`config.mk`:
```
export PLATFORM = sky130hd
export DESIGN_NAME = fifo_wr_arbiter
export DESIGN_NICKNAME = d
export VERILOG_FILES = /design/src/rtl/fifo_arb_pkg.sv /design/src/rtl/fifo_rr_pick.sv /design/src/rtl/fifo_wr_arbiter.sv
export SDC_FILE = /design/constraint.sdc
export NUM_CORES = 1
export LEC_CHECK = 0
export BUFFER_PORTS_ARGS = -buffer_cell sky130_fd_sc_hd__buf_2
export CAP_MARGIN = 20
export CORE_ASPECT_RATIO = 0.7
export CORE_UTILIZATION = 45
export CTS_CLUSTER_DIAMETER = 200
export CTS_CLUSTER_SIZE = 14
export DETAILED_ROUTE_END_ITERATION = 10
export PLACE_DENSITY = 0.82
export SLEW_MARGIN = 40
export SYNTH_ARGS = -nofsm -noshare
export SYNTH_HDL_FRONTEND = slang
export SYNTH_HIERARCHICAL = 1
export SYNTH_SLANG_ARGS = --single-unit
```
`constraint.sdc`:
```
create_clock -name clk -period 2.86 [get_ports clk]
set_input_delay 0.286 -clock clk [delete_from_list [all_inputs] [get_ports clk]]
set_output_delay 0.286 -clock clk [all_outputs]
set_load 0.01 [all_outputs]
```
`src/rtl/fifo_arb_pkg.sv`:
```
// Shared types and sizing helpers for the FIFO write-port arbiter.
// Optional stall counter is enabled by defining FIFO_ARB_STALL_CNT_EN.
package fifo_arb_pkg;

    typedef enum logic [0:0] {
        IDLE  = 1'b0,
        BURST = 1'b1
    } arb_state_e;

    localparam int STALL_W       = 16;
    localparam int DEF_NUM_REQ   = 4;
    localparam int DEF_MAX_BURST = 4;

    // Index width for n requesters; never narrower than one bit.
    function automatic int id_width(input int n);
        return (n > 1) ? $clog2(n) : 1;
    endfunction

    // Beat counter holds 0..MAX_BURST-1 with one spare bit of headroom.
    function automatic int beat_width(input int m);
        return $clog2(m) + 1;
    endfunction

    localparam int DEF_ID_W   = id_width(DEF_NUM_REQ);
    localparam int DEF_BEAT_W = beat_width(DEF_MAX_BURST);

endpackage

```
`src/rtl/fifo_rr_pick.sv`:
```
// Combinational round-robin picker: first valid index at or after the
// pointer, searched cyclically.
module fifo_rr_pick
    import fifo_arb_pkg::*;
#(
    parameter  int NUM_REQ = 4,
    localparam int ID_W    = id_width(NUM_REQ)
) (
    input  logic [NUM_REQ-1:0] req_valid_i,
    input  logic [ID_W-1:0]    rr_ptr_i,
    output logic               any_valid_o,
    output logic [ID_W-1:0]    pick_idx_o
);

    logic [2*NUM_REQ-1:0] dbl_s;
    logic [NUM_REQ-1:0]   rot_s;
    logic [ID_W-1:0]      offset_s;
    logic [ID_W:0]        sum_s;

    // Rotate so bit 0 is the pointer position, then take the lowest set offset.
    always_comb begin
        dbl_s       = {req_valid_i, req_valid_i} >> rr_ptr_i;
        rot_s       = dbl_s[NUM_REQ-1:0];
        any_valid_o = |req_valid_i;
        offset_s    = '0;
        for (int k = NUM_REQ - 1; k >= 0; k--) begin
            if (rot_s[k]) begin
                offset_s = ID_W'(k);
            end else begin
                offset_s = offset_s;
            end
        end
        sum_s = {1'b0, rr_ptr_i} + {1'b0, offset_s};
        if (sum_s >= (ID_W + 1)'(NUM_REQ)) begin
            sum_s = sum_s - (ID_W + 1)'(NUM_REQ);
        end else begin
            sum_s = sum_s;
        end
        pick_idx_o = sum_s[ID_W-1:0];
    end

endmodule

```
`src/rtl/fifo_wr_arbiter.sv`:
```
// Round-robin burst arbiter sharing the FIFO write port among NUM_REQ producers.
// Define FIFO_ARB_STALL_CNT_EN to add the saturating full-stall counter port.
module fifo_wr_arbiter
    import fifo_arb_pkg::*;
#(
    parameter  int NUM_REQ    = 4,
    parameter  int DATA_WIDTH = 8,
    parameter  int MAX_BURST  = 4,
    localparam int ID_W       = id_width(NUM_REQ),
    localparam int BEAT_W     = beat_width(MAX_BURST)
) (
    input  logic                          clk,
    input  logic                          rst_n,
    input  logic [NUM_REQ-1:0]            req_valid,
    input  logic [NUM_REQ-1:0]            req_last,
    input  logic [NUM_REQ*DATA_WIDTH-1:0] req_data,
    output logic [NUM_REQ-1:0]            req_ready,
    input  logic                          full,
    output logic                          winc,
    output logic [DATA_WIDTH-1:0]         wdata,
    output logic [ID_W-1:0]               gnt_id,
    output logic                          busy
`ifdef FIFO_ARB_STALL_CNT_EN
    ,
    output logic [STALL_W-1:0]            stall_cnt
`endif
);

    arb_state_e        state_q, state_d;
    logic [ID_W-1:0]   owner_q, owner_d;
    logic [ID_W-1:0]   gnt_id_q, gnt_id_d;
    logic [ID_W-1:0]   rr_ptr_q, rr_ptr_d;
    logic [BEAT_W-1:0] beat_cnt_q, beat_cnt_d;

    logic              any_valid_s;
    logic [ID_W-1:0]   pick_idx_s;
    logic              own_valid_s;
    logic              own_last_s;
    logic              xfer_s;
    logic              burst_end_s;
    logic [ID_W-1:0]   next_ptr_s;

    fifo_rr_pick #(
        .NUM_REQ (NUM_REQ)
    ) u_pick (
        .req_valid_i (req_valid),
        .rr_ptr_i    (rr_ptr_q),
        .any_valid_o (any_valid_s),
        .pick_idx_o  (pick_idx_s)
    );

    assign own_valid_s = req_valid[owner_q];
    assign own_last_s  = req_last[owner_q];
    assign xfer_s      = (state_q == BURST) && own_valid_s && !full;
    assign burst_end_s = own_last_s || (beat_cnt_q == BEAT_W'(MAX_BURST - 1));
    assign next_ptr_s  = (owner_q == ID_W'(NUM_REQ - 1)) ? '0 : owner_q + ID_W'(1);

    // Write-port handshake is combinational so the FIFO captures on the accept edge.
    always_comb begin
        req_ready = '0;
        winc      = 1'b0;
        wdata     = req_data[owner_q*DATA_WIDTH +: DATA_WIDTH];
        if (state_q == BURST) begin
            req_ready[owner_q] = !full;
            winc               = own_valid_s && !full;
        end else begin
            req_ready = '0;
            winc      = 1'b0;
        end
    end

    // Next-state: grant on any valid, release only on last or burst cap.
    always_comb begin
        state_d    = state_q;
        owner_d    = owner_q;
        gnt_id_d   = gnt_id_q;
        rr_ptr_d   = rr_ptr_q;
        beat_cnt_d = beat_cnt_q;
        case (state_q)
            IDLE: begin
                if (any_valid_s) begin
                    state_d    = BURST;
                    owner_d    = pick_idx_s;
                    gnt_id_d   = pick_idx_s;
                    beat_cnt_d = '0;
                end else begin
                    state_d = IDLE;
                end
            end
            BURST: begin
                if (xfer_s && burst_end_s) begin
                    state_d  = IDLE;
                    rr_ptr_d = next_ptr_s;
                end else if (xfer_s) begin
                    beat_cnt_d = beat_cnt_q + BEAT_W'(1);
                end else begin
                    state_d = BURST;
                end
            end
            default: begin
                state_d = IDLE;
            end
        endcase
    end

    // Arbiter state registers.
    always_ff @(posedge clk or negedge rst_n) begin
        if (!rst_n) begin
            state_q    <= IDLE;
            owner_q    <= '0;
            gnt_id_q   <= '0;
            rr_ptr_q   <= '0;
            beat_cnt_q <= '0;
        end else begin
            state_q    <= state_d;
            owner_q    <= owner_d;
            gnt_id_q   <= gnt_id_d;
            rr_ptr_q   <= rr_ptr_d;
            beat_cnt_q <= beat_cnt_d;
        end
    end

    assign busy   = (state_q == BURST);
    assign gnt_id = gnt_id_q;

`ifdef FIFO_ARB_STALL_CNT_EN
    logic [STALL_W-1:0] stall_cnt_q;

    // Counts cycles the owner had data but the FIFO was full; saturates.
    always_ff @(posedge clk or negedge rst_n) begin
        if (!rst_n) begin
            stall_cnt_q <= '0;
        end else if ((state_q == BURST) && own_valid_s && full && (stall_cnt_q != '1)) begin
            stall_cnt_q <= stall_cnt_q + STALL_W'(1);
        end else begin
            stall_cnt_q <= stall_cnt_q;
        end
    end

    assign stall_cnt = stall_cnt_q;
`endif

endmodule

```
=== Word level (Yosys, flattened, before mapping) ===
Cells that the tools add are included.

* Shifts and indexed selects: 2
* Reduce and logical (&&, ||, !) cells: 11
* Equal/unequal tests: 5
* Bitwise operators: 2
* $add $sub $neg: 4
* Order comparisons: 3
* Mux-type cells: 21

{| class="wikitable"
|+ Operator list
! kind !! number
|-
| $shiftx A32 B6 Y8 || 1
|-
| $mux W2 || 6
|-
| $mux W3 || 3
|-
| $shr A8 B2 Y4 || 1
|-
| $mux W1 || 6
|-
| $pmux W3 S2 || 1
|-
| $logic_and A1 B1 Y1 || 5
|-
| $and A4 B4 Y4 || 1
|-
| $bmux W1 S2 || 2
|-
| $mux W4 || 1
|-
| $ne A2 B2 Y1 const B || 2
|-
| $reduce_and A2 Y1 || 2
|-
| $reduce_or A4 Y1 || 1
|-
| $add A2 B2 Y3 || 1
|-
| $add A3 B1 Y3 const B || 1
|-
| $eq A3 B2 Y1 const B || 1
|-
| $ge A3 B3 Y1 const B || 1
|-
| $lt A2 B3 Y1 const B || 1
|-
| $reduce_and A3 Y1 || 1
|-
| $add A2 B1 Y2 const B || 1
|-
| $demux W1 S2 || 1
|-
| $eq A2 B2 Y1 const B || 1
|-
| $ge A2 B1 Y1 const B || 1
|-
| $ne A2 B1 Y1 const B || 1
|-
| other kinds (5) || 5
|}

* Input bits: 43
* Bits in registers: 8
* Output and inout bits: 16
* Logic and storage cells: 52

=== Logic depth before layout (Yosys ltp) ===
* Depth in word-level cells: 8
* Depth in mapped cells: 9

=== Modules after synthesis ===
Netlist, hierarchy kept.

{| class="wikitable"
|+ Modules (own cells, without submodules)
! module !! times used !! cells each !! area an instance (um^2) !! seq. area each (um^2)
|-
| fifo_wr_arbiter || 1 || 59 || 752.0 || 200.2
|-
| fifo_rr_pick || 1 || 27 || 178.9 || 0.0
|}

=== Least setup slack after synthesis ===
OpenSTA, ideal clock, no wires.

* Kind: register to register
* Start point: reg gnt_id[0] (netlist name)
* End point: reg rr_ptr_q[0]
* Stages on the path, launching flop included: 6
* Clock period less this slack: 1.757 ns
* Path buffers: 1
* Arrival: 1.633 ns
* Slack: 1.103 ns
* Cells stage by stage: dfrtp_1 -> buf_6 -> mux2_4 -> or3_4 -> nand3_2 -> mux2_2

{| class="wikitable"
|+ RTL lines
! item !! line !! source
|-
| to (signal assigned) || fifo_wr_arbiter.sv:118 || <nowiki>rr_ptr_q <= rr_ptr_d;</nowiki>
|-
| to (decl) || fifo_wr_arbiter.sv:32 || <nowiki>logic [ID_W-1:0] rr_ptr_q, rr_ptr_d;</nowiki>
|}

==> impl_metrics.env <==
export IMPL_layout_nets=197
export IMPL_timing_rr_start="gnt_id[0]"
export IMPL_rsz0062_at_grt="false"
export IMPL_synth_top_cell_area_share_pct=21.5
export IMPL_cts_reportedPaths_clkPinSlew_ns=0.05
export IMPL_avgSynthCellArea_um2=10.8
export IMPL_synthFlopType="dfrtp_1"
export IMPL_grt_pass1_vias=941
export IMPL_wire_per_inst_um=14.7
export IMPL_synthCells=86
export IMPL_core_rowCount=13
export IMPL_met3_usage_pct=6.77
export IMPL_synth_largest_area_cell="dfrtp_1"
export IMPL_crit_path_start_kind="register"
export IMPL_gp_congestion=0.716
export IMPL_grt_first_pass_wirelength_um=4300
export IMPL_fp_dieH_um=40.1
export IMPL_slew_limit_headroom_pct=60.9
export IMPL_clock_latency_ns=0.26
export IMPL_final_cell_mix="58 x buf_2, 8 x dfrtp_1, 7 x mux4_2, 7 x mux2i_1, 7 x ha_1"
export IMPL_setup_violations_final=0
export IMPL_core_mm2=0.00190
export IMPL_grt_total_usage_pct=26.0
export IMPL_grt_busiest_layer="met2"
export IMPL_fin_worst_skew_ns=0.00563
export IMPL_slew_viol_final=0
export IMPL_grt_overflow_total=0
export IMPL_antenna_found_initial=0
export IMPL_whs_ns=0.393
export IMPL_syn_num_nets=136
export IMPL_clockBufferDepth=2
export IMPL_fmax_mhz=446
export IMPL_drtIter0Drc=42
export IMPL_maxCapViolations=0
export IMPL_ctsHtreeMaxLevel=1
export IMPL_numCtsBuffers=3
export IMPL_r2r_end="rr_ptr_q[0]"
export IMPL_final_hold_viol_count=0
export IMPL_synth_top_cells_by_area="dfrtp_1 22%, mux4_2 17%, ha_1 9.4%"
export IMPL_drive_gt1_share_pct=54.5
export IMPL_die_x_um=56.4
export IMPL_path_max_fanout=13
export IMPL_p_per_area_mw_per_mm2=835
export IMPL_grt_max_degree=17
export IMPL_ys_ff_latch=8
export IMPL_cp_end_kind="output port"
export IMPL_finalCritPeriodShare_pct=78.3
export IMPL_async_reset_ff_share_pct=100
export IMPL_initial_core_util_pct=48.9
export IMPL_grt_util_met2_pct=50.3
export IMPL_setup_tns_ns=0
export IMPL_leakage_nw=0.621
export IMPL_gr_usage_met1_pct=28.9
export IMPL_viasPerCell=5.45
export IMPL_dr_total_vias=910
export IMPL_synth_edf_count=0
export IMPL_wl_um=2460
export IMPL_worst_slew_pin_slew_ns=0.587
export IMPL_ios=59
export IMPL_layout_commonest_cell="buf_2"
export IMPL_areaGrowthSynthToFinish_pct=35.3
export IMPL_io_buffers=58
export IMPL_crit_arrival_ns=1.95
export IMPL_netlist_area_um2=931
export IMPL_min_path_type="in -> async"
export IMPL_ys_seq_area_share_pct=21.5
export IMPL_cts_num_sinks=8
export IMPL_rr_worst_depth=4
export IMPL_synth_cell_types=35
export IMPL_status="finished clean"
export IMPL_synth_warning_count=6
export IMPL_root_buffer="clkbuf_4"
export IMPL_first_pass_iters=4
export IMPL_min_period_ns=2.24
export IMPL_cts_setup_buffers=0
export IMPL_cts_tree="done"
export IMPL_ant_nets=0
export IMPL_critPathKind="reg -> out"
export IMPL_ir_drop_uv=572
export IMPL_diodes=0
export IMPL_dieArea_mm2=0.00226
export IMPL_dpl_cell_count=163
export IMPL_drc=0
export IMPL_hpwl_um=2070
export IMPL_instances_no_fill=167
export IMPL_reg2reg_setup_slack_ns=0.89
export IMPL_critPathRequiredTime_ns=2.57
[how the worst max path moves through the flow]
stage                          from     endpoint  cells past startpoint  slack, ns
after global routing      gnt_id[0]     wdata[6]                      3       0.48
after global placement    gnt_id[0]  rr_ptr_q[1]                      4       0.95
after CTS                 gnt_id[0]     wdata[6]                      3       0.61
final                     gnt_id[0]     wdata[6]                      3       0.62
after floorplan           gnt_id[0]  rr_ptr_q[0]                      5       1.10
after detailed placement  gnt_id[0]     wdata[6]                      3       0.89
[logic make-up after synthesis]
kind of cell    count (synthesis)  share of synthesized area (%)
buf+inv                         9                           5.11
flops                           8                           21.5
mux                            20                           33.7
compound gates                 10                           9.68
xor+xnor                        2                           1.88
simple gates                   30                           18.7
fa+ha+maj                       7                           9.41
[report_power, final]
part           switching (W)  total (W)  internal [W]  leakage (nW)
clock network      0.0000382  0.0000862     0.0000480        0.0138
registers           0.000127   0.000290      0.000163        0.0972
logic               0.000294   0.000676      0.000382         0.510
total               0.000459    0.00105      0.000594         0.621
[worst max-delay path, cell delays in order, from the launching register on]
cell     delay, ns
dfrtp_1       0.71
buf_4         0.27
mux4_1        0.56
buf_2         0.15
[layout make-up]
cell class | instances | area [um^2]
Sequential cell | 8 | 200
Tap cell | 22 | 27.5
Clock buffer | 3 | 22.5
Fill cell | 148 | 643
Timing Repair Buffer | 60 | 308
Multi-Input combinational cell | 69 | 683
Inverter | 5 | 18.8
[registers in the layout, indices dropped and copies added, names as in the netlist]
name,flops
beat_cnt_q,3
busy,1
gnt_id,2
rr_ptr_q,2
[cell usage after synthesis (2+ instances only)]
library cell,instances
and2_1,4
mux2_2,4
a21oi_1,2
nand2_1,6
nand2b_1,3
mux2i_1,7
ha_1,7
nor2_1,5
nor3_1,2
nand3b_1,2
mux4_2,7
buf_2,2
dfrtp_1,8
inv_1,5
nor3b_1,2
[through the flow]
stage | area [um^2] | power (W) | setup slack (ns) | utilization [%]
2_1_floorplan | 931 | 0.000776 | 1.10 | -
3_3_place_gp | 1230 | 0.000932 | 0.953 | 64.5
3_5_place_dp | 1230 | 0.000972 | 0.886 | 64.5
4_1_cts | 1260 | 0.00107 | 0.605 | 66.2
5_1_grt | 1260 | 0.00115 | 0.478 | 66.2
6_report | 1260 | 0.00105 | 0.620 | 66.2
[per-layer routing]
layer  vias to the layer above  wire [um]
met5                         -          0
met1                       435       1060
met2                        32       1260
met4                         0         34
met3                         4        109
li1                        439          -
[timing repair]
item                      CTS  global route
hold endpoints to repair    8             0
hold buffers                1             0
gates resized for setup     0             0
(Power assumes the default switching activity.)
